===== src/rtl/persiana_ctrl.sv =====
// Blind/shutter command generator: debounces up/down/stop buttons and runs the
// travel FSM that drives the motor stage, with a travel watchdog.
module persiana_ctrl #(
  parameter int DEBOUNCE_CYCLES = 500000,
  parameter int TIMEOUT_CYCLES  = 250000000
) (
  input  logic       clk,
  input  logic       reset,
  input  logic       btn_up,
  input  logic       btn_down,
  input  logic       btn_stop,
  input  logic       TopeA_S,
  input  logic       TopeB_S,
  output logic [1:0] cmd,
  output logic [1:0] estado,
  output logic       busy,
  output logic       fault
);

  localparam int DB_W = (DEBOUNCE_CYCLES > 2) ? $clog2(DEBOUNCE_CYCLES) : 1;
  localparam int TM_W = $clog2(TIMEOUT_CYCLES);
  localparam logic [DB_W-1:0] DB_LAST = DB_W'(DEBOUNCE_CYCLES - 1);
  localparam logic [TM_W-1:0] TM_LAST = TM_W'(TIMEOUT_CYCLES - 1);

  typedef enum logic [1:0] {
    ST_IDLE  = 2'b00,
    ST_SUBE  = 2'b01,
    ST_BAJA  = 2'b10,
    ST_FALLA = 2'b11
  } state_t;

  // Button index: 0 = up, 1 = down, 2 = stop
  logic [2:0] w_raw;
  logic [2:0] r_sync_p0;
  logic [2:0] r_sync_p1;
  logic [2:0] r_db;
  logic [2:0] r_db_p2;
  logic [2:0] r_press;

  assign w_raw = {btn_stop, btn_down, btn_up};

  // Stage p0/p1: two-flop synchronizer on the raw asynchronous buttons
  always_ff @(posedge clk) begin
    if (reset) begin
      r_sync_p0 <= '0;
      r_sync_p1 <= '0;
    end else begin
      r_sync_p0 <= w_raw;
      r_sync_p1 <= r_sync_p0;
    end
  end

  genvar g;
  generate
    for (g = 0; g < 3; g++) begin : g_debounce
      logic [DB_W-1:0] r_cnt;

      always_ff @(posedge clk) begin
        if (reset) begin
          r_cnt   <= '0;
          r_db[g] <= 1'b0;
        end else if (r_sync_p1[g] == r_db[g]) begin
          r_cnt <= '0;
        end else if (r_cnt == DB_LAST) begin
          r_db[g] <= r_sync_p1[g];
          r_cnt   <= '0;
        end else begin
          r_cnt <= r_cnt + DB_W'(1);
        end
      end
    end
  endgenerate

  // Stage p2: rising-edge detect on the debounced levels, one-cycle pulses
  always_ff @(posedge clk) begin
    if (reset) begin
      r_db_p2 <= '0;
      r_press <= '0;
    end else begin
      r_db_p2 <= r_db;
      r_press <= r_db & ~r_db_p2;
    end
  end

  logic w_press_up;
  logic w_press_down;
  logic w_press_stop;

  assign w_press_up   = r_press[0];
  assign w_press_down = r_press[1];
  assign w_press_stop = r_press[2];

  state_t          r_state;
  state_t          w_next;
  logic [TM_W-1:0] r_timer;
  logic [TM_W-1:0] w_timer_nxt;
  logic            w_timeout;

  assign w_timeout = (r_timer == TM_LAST);

  always_comb begin
    w_next = r_state;
    case (r_state)
      ST_IDLE: begin
        if (w_press_stop)                     w_next = ST_IDLE;
        else if (w_press_up && w_press_down)  w_next = ST_IDLE;
        else if (w_press_up && !TopeA_S)      w_next = ST_SUBE;
        else if (w_press_down && !TopeB_S)    w_next = ST_BAJA;
      end
      ST_SUBE: begin
        if (TopeA_S && TopeB_S)  w_next = ST_FALLA;
        else if (w_press_stop)   w_next = ST_IDLE;
        else if (TopeA_S)        w_next = ST_IDLE;
        else if (w_press_down)   w_next = ST_IDLE;
        else if (w_timeout)      w_next = ST_FALLA;
      end
      ST_BAJA: begin
        if (TopeA_S && TopeB_S)  w_next = ST_FALLA;
        else if (w_press_stop)   w_next = ST_IDLE;
        else if (TopeB_S)        w_next = ST_IDLE;
        else if (w_press_up)     w_next = ST_IDLE;
        else if (w_timeout)      w_next = ST_FALLA;
      end
      ST_FALLA: begin
        if (w_press_stop)        w_next = ST_IDLE;
      end
      default: w_next = ST_IDLE;
    endcase
  end

  // Timer restarts on entry to a travel state, since reversal always goes via IDLE
  always_comb begin
    w_timer_nxt = '0;
    if ((w_next == ST_SUBE || w_next == ST_BAJA) && (w_next == r_state))
      w_timer_nxt = r_timer + TM_W'(1);
  end

  logic [1:0] r_cmd;
  logic       r_busy;
  logic       r_fault;

  // Stage p3: state and all outputs registered from the same next-state
  always_ff @(posedge clk) begin
    if (reset) begin
      r_state <= ST_IDLE;
      r_timer <= '0;
      r_cmd   <= 2'b00;
      r_busy  <= 1'b0;
      r_fault <= 1'b0;
    end else begin
      r_state <= w_next;
      r_timer <= w_timer_nxt;
      r_cmd   <= (w_next == ST_SUBE || w_next == ST_BAJA) ? w_next : 2'b00;
      r_busy  <= (w_next == ST_SUBE || w_next == ST_BAJA);
      r_fault <= (w_next == ST_FALLA);
    end
  end

  assign cmd    = r_cmd;
  assign estado = r_state;
  assign busy   = r_busy;
  assign fault  = r_fault;

endmodule


===== config.mk =====
export PLATFORM = sky130hd
export DESIGN_NAME = persiana_ctrl
export DESIGN_NICKNAME = d
export VERILOG_FILES = /design/src/rtl/persiana_ctrl.sv
export SDC_FILE = /design/constraint.sdc
export NUM_CORES = 1
export LEC_CHECK = 0
export CAP_MARGIN = 10
export CORE_MARGIN = 4
export CORE_UTILIZATION = 25
export DETAILED_ROUTE_END_ITERATION = 8
export RECOVER_POWER = 50
export SETUP_SLACK_MARGIN = 0.05
export SYNTH_ARGS = -nofsm -noshare
export SYNTH_HDL_FRONTEND = slang
export SYNTH_SLANG_ARGS = --single-unit

===== constraint.sdc =====
create_clock -name clk -period 2.9 [get_ports clk]
set_input_delay 0.29 -clock clk [delete_from_list [all_inputs] [get_ports clk]]
set_output_delay 0.29 -clock clk [all_outputs]
set_load 0.005 [all_outputs]

==> results.sh, run 1 <==
export IMPL_postCtsSetupBuffers=0
export IMPL_drtIter0Drc=284
export IMPL_fin_ws_ns=0.351
export IMPL_maxCapViolCount=0
export IMPL_via_count=3763
export IMPL_p_leak_nw=1.56
export IMPL_grt_pass1_wl_um=16800
export IMPL_wl_met1_um=4950
export IMPL_max_stage_delay_ns=0.67
export IMPL_dr_wl_met2_um=3970
export IMPL_synth_cells=539
export IMPL_dp_hpwl_um=6400
export IMPL_clock_sinks=106
export IMPL_clk_pin_slew_ns=0.07
export IMPL_ant_nets=0
export IMPL_tightest_slew_ns=1.07
export IMPL_critical_path_buf_inv_count=3
export IMPL_rows=50
export IMPL_vdd_drop_max_uv=278
export IMPL_p_per_area_mw_per_mm2=523
export IMPL_grt_ovfl_total=0
export IMPL_wl_um=9390
export IMPL_ys_seq_area_share_pct=44.4
export IMPL_ios=13
export IMPL_grt_antenna_before_repair=0
export IMPL_final_setup_tns_ns=0
export IMPL_syn_area_mm2=0.00477
export IMPL_cts_max_path_buffers=2
export IMPL_cp_slowest_cell="or4b_2"
export IMPL_synthesis_nets=551
export IMPL_portBuffers=12
export IMPL_route_top_layer_used="met4"
export IMPL_gp_congestion=0.742
export IMPL_end_kind="flop"
export IMPL_fin_area_mm2=0.00550
export IMPL_drive_gt1_share_pct=5.38
export IMPL_track_usage_pct=9.30
export IMPL_clock_root_buffer="clkbuf_16"
export IMPL_cp_top_family="simple AND/OR/NAND/NOR gates"
export IMPL_final_common_cell="dfxtp_1"
export IMPL_synth_ff_type="dfxtp_1"
export IMPL_whs_ns=0.382
export IMPL_drc=0
export IMPL_status="complete, no violations"
export IMPL_yosysWarningCount=0
export IMPL_grt_pass1_vias=3519
export IMPL_synth_edff_count=0
export IMPL_die_w_um=146
export IMPL_cp_max_fo=28
export IMPL_period_needed_ns=2.55
export IMPL_antenna_cells=0
export IMPL_arrival_ns=2.74
export IMPL_fmax_mhz=392
export IMPL_cts_hold_buf=0
export IMPL_final_cell_count_no_fill=792
export IMPL_fin_crit_sh_pct=87.9
export IMPL_final_util_pct=29.3
export IMPL_die_h_um=146
export IMPL_h_tree_depth=3
export IMPL_ctsResizeCount=0
export IMPL_hp_class="reg -> reg"
export IMPL_final_nets=565
export IMPL_setup_viol=0
export IMPL_drt_pass1_iterations=4
export IMPL_coreArea_mm2=0.0188
export IMPL_start_util_pct=25.4
export IMPL_routedWlPerCell_um=11.9
export IMPL_cp_required_ns=3.09
export IMPL_cts_tree="done"
export IMPL_relSlewSlack_pct=28.9
export IMPL_dp_cells=776
export IMPL_syn_area_per_cell_um2=8.86
export IMPL_grt_max_degree=29
export IMPL_finalClockSkew_ns=0.00665
export IMPL_place_ws_ns=0.0432
export IMPL_hold_viol=0
export IMPL_finalMaxSlewViolations=0
export IMPL_final_cell_mix="dfxtp_1 (106), nor2_1 (56), nand2_1 (31), nand3_1 (31), xnor2_1 (30)"
export IMPL_rsz0062_at_grt="false"
export IMPL_routed_via_density=4.75
export IMPL_timing_worst_setup_path_type="in -> reg"
export IMPL_placed_cell_area_mm2=0.00519
export IMPL_wl_met3_um=326
export IMPL_areaGrowthSynthToFinish_pct=15.2
export IMPL_ys_types=46
export IMPL_total_power_mw=2.88
export IMPL_cts_buffers=9
export IMPL_yosys_register_bits=106
export IMPL_async_reset_ff_share_pct=0
export IMPL_clock_latency_ns=0.35
export IMPL_die_area_mm2=0.0214
export IMPL_worstPathCellList="clkdlybuf4s50_1 > or4b_2 > a21oi_1 > nand4_1 > nand2_1 > ha_1 > nand2b_1 > inv_1 > o2111ai_2 > buf_12 > nor3_1"
export IMPL_start_kind="primary input"
==> cell usage after synthesis, types with 16 or more instances <==
library cell	n	area share [%]
inv_1	17	1.3
nand2_1	31	2.4
xor2_1	20	3.7
nor3_1	22	2.3
dfxtp_1	106	44
nor2_1	56	4.4
or3_1	21	2.8
nand3_1	31	3.2
or4_1	20	3.1
xnor2_1	30	5.5
a211oi_1	16	2.5
o21ai_0	20	2.1
a21oi_1	24	2.5
==> metal layers <==
metal / GRT usage [%] / vias up
li1: - / 1997
met1: 12.7 / 1728
met2: 13.6 / 29
met3: 3.20 / 9
met4: 3.34 / 0
met5: 0 / -
==> report_power, final <==
part	leakage, nW	switching, mW	internal [mW]
Combinational	0.548	0.0180	0.0152
Clock	0.159	0.536	0.847
Sequential	0.855	0.00258	1.46
Total	1.56	0.556	2.32
==> worst paths after layout <==
path	startpoint	end	slack, ns	cells after the start
worst min-delay path	r_db_p2[1]$_SDFF_PP0_	r_press[1]$_SDFF_PP0_	0.38	1
worst max-delay path	TopeA_S	r_timer[5]$_SDFF_PP0_	0.35	11
worst max register to register	r_press[1]$_SDFF_PP0_	r_timer[5]$_SDFF_PP0_	0.36	10
worst min register to register	r_db_p2[1]$_SDFF_PP0_	r_press[1]$_SDFF_PP0_	0.38	1
==> cells by family after synthesis <==
kind of cell | share of synthesized area, %
AND/OR/NAND/NOR | 30.6
AO/OA/AOI/OAI | 11.1
adder cells (fa/ha/maj) | 1.31
multiplexers | 0.210
buffers and inverters | 3.09
XOR/XNOR | 9.17
flip-flops | 44.4
==> layout make-up <==
| cell class | count | area (um^2) |
|---|---|---|
| clock buffers | 10 | 229 |
| clock inverters | 6 | 114 |
| fillers | 1994 | 13300 |
| inverters | 17 | 63.8 |
| multi-input cells | 397 | 2480 |
| flip-flops and latches | 106 | 2120 |
| well taps | 234 | 293 |
| repair buffers | 22 | 196 |
==> registers in the layout, summed over array words and instances (netlist names) <==
name	cells
g_debounce.r_cnt	57
cmd	2
r_timer	28
r_db_p2	3
busy	1
r_db	3
fault	1
estado	2
r_press	3
r_sync_p0	3
r_sync_p1	3
(Power assumes the default switching activity.)
==> run 2: changes to the inputs <==
Settings changed: REMOVE_ABC_BUFFERS set to 1, SKIP_CTS_REPAIR_TIMING set to 1.
==> results.sh, run 2 (same netlist as run 1, synthesis figures left out) <==
export IMPL_cp_max_fo=28
export IMPL_grt_max_degree=29
export IMPL_rsz0062_at_grt="false"
export IMPL_drc=0
export IMPL_drive_gt1_share_pct=5.22
export IMPL_clock_root_buffer="clkbuf_16"
export IMPL_cts_buffers=9
export IMPL_rows=50
export IMPL_drt_pass1_iterations=4
export IMPL_antenna_cells=0
export IMPL_power_switching_mw=0.537
export IMPL_fin_crit_sh_pct=85.3
export IMPL_coreArea_mm2=0.0188
export IMPL_placed_cell_area_mm2=0.00518
export IMPL_multiInputGateArea_mm2=0.00249
export IMPL_reg2reg_depth=10
export IMPL_critical_path_buf_inv_count=2
export IMPL_arrival_ns=2.65
export IMPL_cp_top_family="simple AND/OR/NAND/NOR gates"
export IMPL_end_kind="flop"
export IMPL_whs_path_depth=1
export IMPL_seq_power_share_pct=55.5
export IMPL_ant_nets=0
export IMPL_max_stage_delay_ns=0.62
export IMPL_final_cell_mix="dfxtp_1 (105), nor2_1 (56), nand2_1 (31), nand3_1 (31), xnor2_1 (30)"
export IMPL_areaGrowthSynthToFinish_pct=13.7
export IMPL_hp_class="reg -> reg"
export IMPL_setup_viol=0
export IMPL_final_nets=564
export IMPL_clock_latency_ns=0.35
export IMPL_dp_hpwl_um=6150
export IMPL_wl_um=8910
export IMPL_timing_worst_setup_path_type="reg -> reg"
export IMPL_pwr_share_comb_pct=1.2
export IMPL_clock_sinks=106
export IMPL_grt_pass1_wl_um=15900
export IMPL_cts_tree="done"
export IMPL_largest_register_ffs=57
export IMPL_period_needed_ns=2.47
export IMPL_grt_ovfl_total=0
export IMPL_cp_slowest_cell="or4b_2"
export IMPL_largest_register="g_debounce.r_cnt"
export IMPL_track_usage_pct=8.72
export IMPL_start_util_pct=25.4
export IMPL_maxCapViolCount=0
export IMPL_cts_max_path_buffers=2
export IMPL_cp_required_ns=3.08
export IMPL_routedWlPerCell_um=11.3
export IMPL_die_w_um=146
export IMPL_top_regs="g_debounce.r_cnt (57), r_timer (28)"
export IMPL_fmax_mhz=404
export IMPL_via_count=3743
export IMPL_drtIter0Drc=195
export IMPL_h_tree_depth=3
export IMPL_grt_pass1_vias=3488
export IMPL_p_per_area_mw_per_mm2=486
export IMPL_cp_num_cells=10
export IMPL_routed_via_density=4.74
export IMPL_fin_area_mm2=0.00543
export IMPL_finalClockSkew_ns=0.00907
export IMPL_final_setup_tns_ns=0
export IMPL_tightest_slew_ns=1.01
export IMPL_grt_antenna_before_repair=0
export IMPL_p_leak_nw=1.53
export IMPL_gp_congestion=0.769
export IMPL_worstPathCellList="or4b_2 > a21oi_2 > nand4_1 > nand2_1 > ha_1 > nand2b_1 > inv_1 > o2111ai_2 > buf_12 > a211oi_1"
export IMPL_seqCellArea_mm2=0.00212
export IMPL_final_common_cell="dfxtp_1"
export IMPL_portBuffers=12
export IMPL_start_kind="flop"
export IMPL_die_area_mm2=0.0214
export IMPL_vdd_drop_max_uv=300
export IMPL_fillers=2018
export IMPL_clockPowerShare_pct=43.3
export IMPL_finalMaxSlewViolations=0
export IMPL_die_h_um=146
export IMPL_hold_viol=0
export IMPL_clk_pin_slew_ns=0.06
export IMPL_p_int_mw=2.10
export IMPL_total_power_mw=2.64
export IMPL_p_sw_share_pct=20.4
export IMPL_ios=13
export IMPL_relSlewSlack_pct=32.5
export IMPL_status="complete, no violations"
==> run 2: power by group through the flow <==
stage | clock network, mW | logic, mW | registers, mW
floorplan | 0 | 0.0129 | 1.50
finish | 1.14 | 0.0328 | 1.46
global route | 1.23 | 0.0370 | 1.46
global placement | 0 | 0.0350 | 1.50
CTS | 1.18 | 0.0354 | 1.46
detailed placement | 0 | 0.0353 | 1.50
==> run 2: layer usage <==
layer  share of wire, %  track usage (%)
met2                 43             13.3
met5                  0                0
met4                2.1             3.95
met1                 53             11.7
met3                2.3             1.99
==> run 2: area by class of cell <==
type                            instances  area share [%]
Sequential cell                       106            39.1
Timing Repair Buffer                   21            3.48
Tap cell                              234            5.39
Inverter                               17            1.18
Multi-Input combinational cell        397            45.8
Clock buffer                           13            4.79
Clock inverter                          2           0.231
==> run 2: worst paths after layout <==
check / from / end / slack [ns]
worst max-delay path: estado[0]$_SDFF_PP0_ / r_timer[26]$_SDFF_PP0_ / 0.43
worst min-delay path: r_db_p2[0]$_SDFF_PP0_ / r_press[0]$_SDFF_PP0_ / 0.38
worst max register to register: estado[0]$_SDFF_PP0_ / r_timer[26]$_SDFF_PP0_ / 0.43
worst min register to register: r_db_p2[0]$_SDFF_PP0_ / r_press[0]$_SDFF_PP0_ / 0.38
==> run 2: per-stage QoR <==
step | setup WS (ns) | utilization, % | instances | hold slack, ns
6_report | 0.427 | 28.9 | 790 | 0.384
5_1_grt | 0.105 | 28.9 | 790 | 0.397
4_1_cts | 0.306 | 29.1 | 790 | 0.386
3_5_place_dp | 0.0761 | 27.6 | 775 | 0.377
3_3_place_gp | 0.117 | 27.6 | 775 | 0.370
2_1_floorplan | 0.266 | - | 520 | 0.359
==> run 2: worst register-to-register path, cell delays in order (launching register included) <==
cell and delay (ns):
dfxtp_2 0.43, or4b_2 0.62, a21oi_2 0.19, nand4_1 0.15
nand2_1 0.11, ha_1 0.23, nand2b_1 0.11, inv_1 0.07
o2111ai_2 0.10, buf_12 0.21, a211oi_1 0.09
==> run 3: changes to the inputs <==
Settings changed: CORE_ASPECT_RATIO set to 0.75.
==> results.sh, run 3 (same netlist as run 1, synthesis figures left out) <==
export IMPL_die_w_um=168
export IMPL_die_area_mm2=0.0214
export IMPL_reg2reg_depth=10
export IMPL_coreArea_mm2=0.0186
export IMPL_grt_max_degree=29
export IMPL_portBuffers=12
export IMPL_period_needed_ns=2.61
export IMPL_relSlewSlack_pct=27.0
export IMPL_start_kind="flop"
export IMPL_ant_nets=0
export IMPL_cts_buffers=9
export IMPL_wl_um=9260
export IMPL_p_per_area_mw_per_mm2=482
export IMPL_clock_root_buffer="clkbuf_16"
export IMPL_h_tree_depth=3
export IMPL_hold_viol=0
export IMPL_drtIter0Drc=370
export IMPL_finalMaxSlewViolations=0
export IMPL_final_setup_tns_ns=0
export IMPL_areaGrowthSynthToFinish_pct=13.9
export IMPL_routed_via_density=4.60
export IMPL_worstPathCellList="or4b_2 > a21oi_2 > nand4_1 > nand2_1 > ha_1 > nand2b_1 > inv_1 > o2111ai_2 > buf_4 > a211oi_1"
export IMPL_whs_path_depth=1
export IMPL_final_nets=565
export IMPL_maxCapViolCount=0
export IMPL_via_count=3700
export IMPL_fmax_mhz=384
export IMPL_cp_top_family="simple AND/OR/NAND/NOR gates"
export IMPL_rrSetupSlack_ns=0.29
export IMPL_drt_pass1_iterations=4
export IMPL_antenna_cells=0
export IMPL_top_regs="g_debounce.r_cnt (57), r_timer (28)"
export IMPL_start_util_pct=25.6
export IMPL_cp_num_cells=10
export IMPL_placed_cell_area_mm2=0.00519
export IMPL_grt_antenna_before_repair=0
export IMPL_status="complete, no violations"
export IMPL_ios=13
export IMPL_cp_required_ns=3.07
export IMPL_final_common_cell="dfxtp_1"
export IMPL_arrival_ns=2.78
export IMPL_cts_tree="done"
export IMPL_vdd_drop_max_uv=281
export IMPL_max_stage_delay_ns=0.63
export IMPL_end_kind="flop"
export IMPL_track_usage_pct=8.97
export IMPL_cp_slowest_cell="or4b_2"
export IMPL_grt_ovfl_total=0
export IMPL_rows=43
export IMPL_die_h_um=128
export IMPL_grt_pass1_wl_um=16100
export IMPL_clk_pin_slew_ns=0.07
export IMPL_p_leak_nw=1.53
export IMPL_setup_viol=0
export IMPL_timing_worst_setup_path_type="reg -> reg"
export IMPL_critical_path_buf_inv_count=2
export IMPL_hp_class="reg -> reg"
export IMPL_gp_congestion=0.762
export IMPL_drive_gt1_share_pct=5.39
export IMPL_largest_register_ffs=57
export IMPL_cp_max_fo=17
export IMPL_clock_latency_ns=0.34
export IMPL_drc=0
export IMPL_fin_crit_sh_pct=89.9
export IMPL_fin_area_mm2=0.00544
export IMPL_clock_sinks=106
export IMPL_grt_pass1_vias=3312
export IMPL_cts_max_path_buffers=2
export IMPL_routedWlPerCell_um=11.5
export IMPL_largest_register="g_debounce.r_cnt"
export IMPL_tightest_slew_ns=1.08
export IMPL_finalClockSkew_ns=0.00791
export IMPL_final_cell_mix="dfxtp_1 (106), nor2_1 (56), nand2_1 (31), nand3_1 (31), xnor2_1 (30)"
export IMPL_dp_hpwl_um=6510
export IMPL_rsz0062_at_grt="false"
export IMPL_whs_ns=0.384
-- run 3: cell type report --
| class | count | area [um^2] |
|---|---|---|
| tap | 247 | 309 |
| multi-input combinational | 397 | 2480 |
| clock inverter | 4 | 28.8 |
| inverter | 17 | 63.8 |
| clock buffer | 11 | 243 |
| sequential | 106 | 2120 |
| fill | 2016 | 13200 |
| timing repair buffer | 22 | 188 |
-- run 3: stage by stage --
| step | util (%) | total power, mW | worst slack [ns] | instances |
|---|---|---|---|---|
| after global placement | 27.9 | 1.53 | 0.0394 | 789 |
| final | 29.2 | 2.62 | 0.293 | 804 |
| after global routing | 29.2 | 2.73 | 0.0929 | 804 |
| after CTS | 29.4 | 2.66 | 0.291 | 804 |
| after floorplan | - | 1.51 | 0.266 | 520 |
| after detailed placement | 27.9 | 1.53 | 0.0171 | 789 |
-- run 3: power breakdown --
part | internal, mW | leakage [nW] | total, mW | switching, mW
registers | 1.46 | 0.855 | 1.46 | 0.00262
clock network | 0.602 | 0.128 | 1.12 | 0.523
logic | 0.0154 | 0.547 | 0.0335 | 0.0180
total | 2.08 | 1.53 | 2.62 | 0.544
-- run 3: routing by layer --
layer  wire length, um  GRT usage (%)  vias to the layer above
met5                 0              0                        -
met4                87           2.29                        0
met3               335           2.62                        9
met2              3670           12.3                       40
met1              5160           13.6                     1673
li1                  -              -                     1978
-- run 3: path summary, 6_finish.rpt --
check                             start                endpoint
hold / removal    r_db_p2[2]$_SDFF_PP0_   r_press[2]$_SDFF_PP0_
setup reg to reg   estado[1]$_SDFF_PP0_  r_timer[17]$_SDFF_PP0_
setup / recovery   estado[1]$_SDFF_PP0_  r_timer[17]$_SDFF_PP0_
hold reg to reg   r_db_p2[2]$_SDFF_PP0_   r_press[2]$_SDFF_PP0_
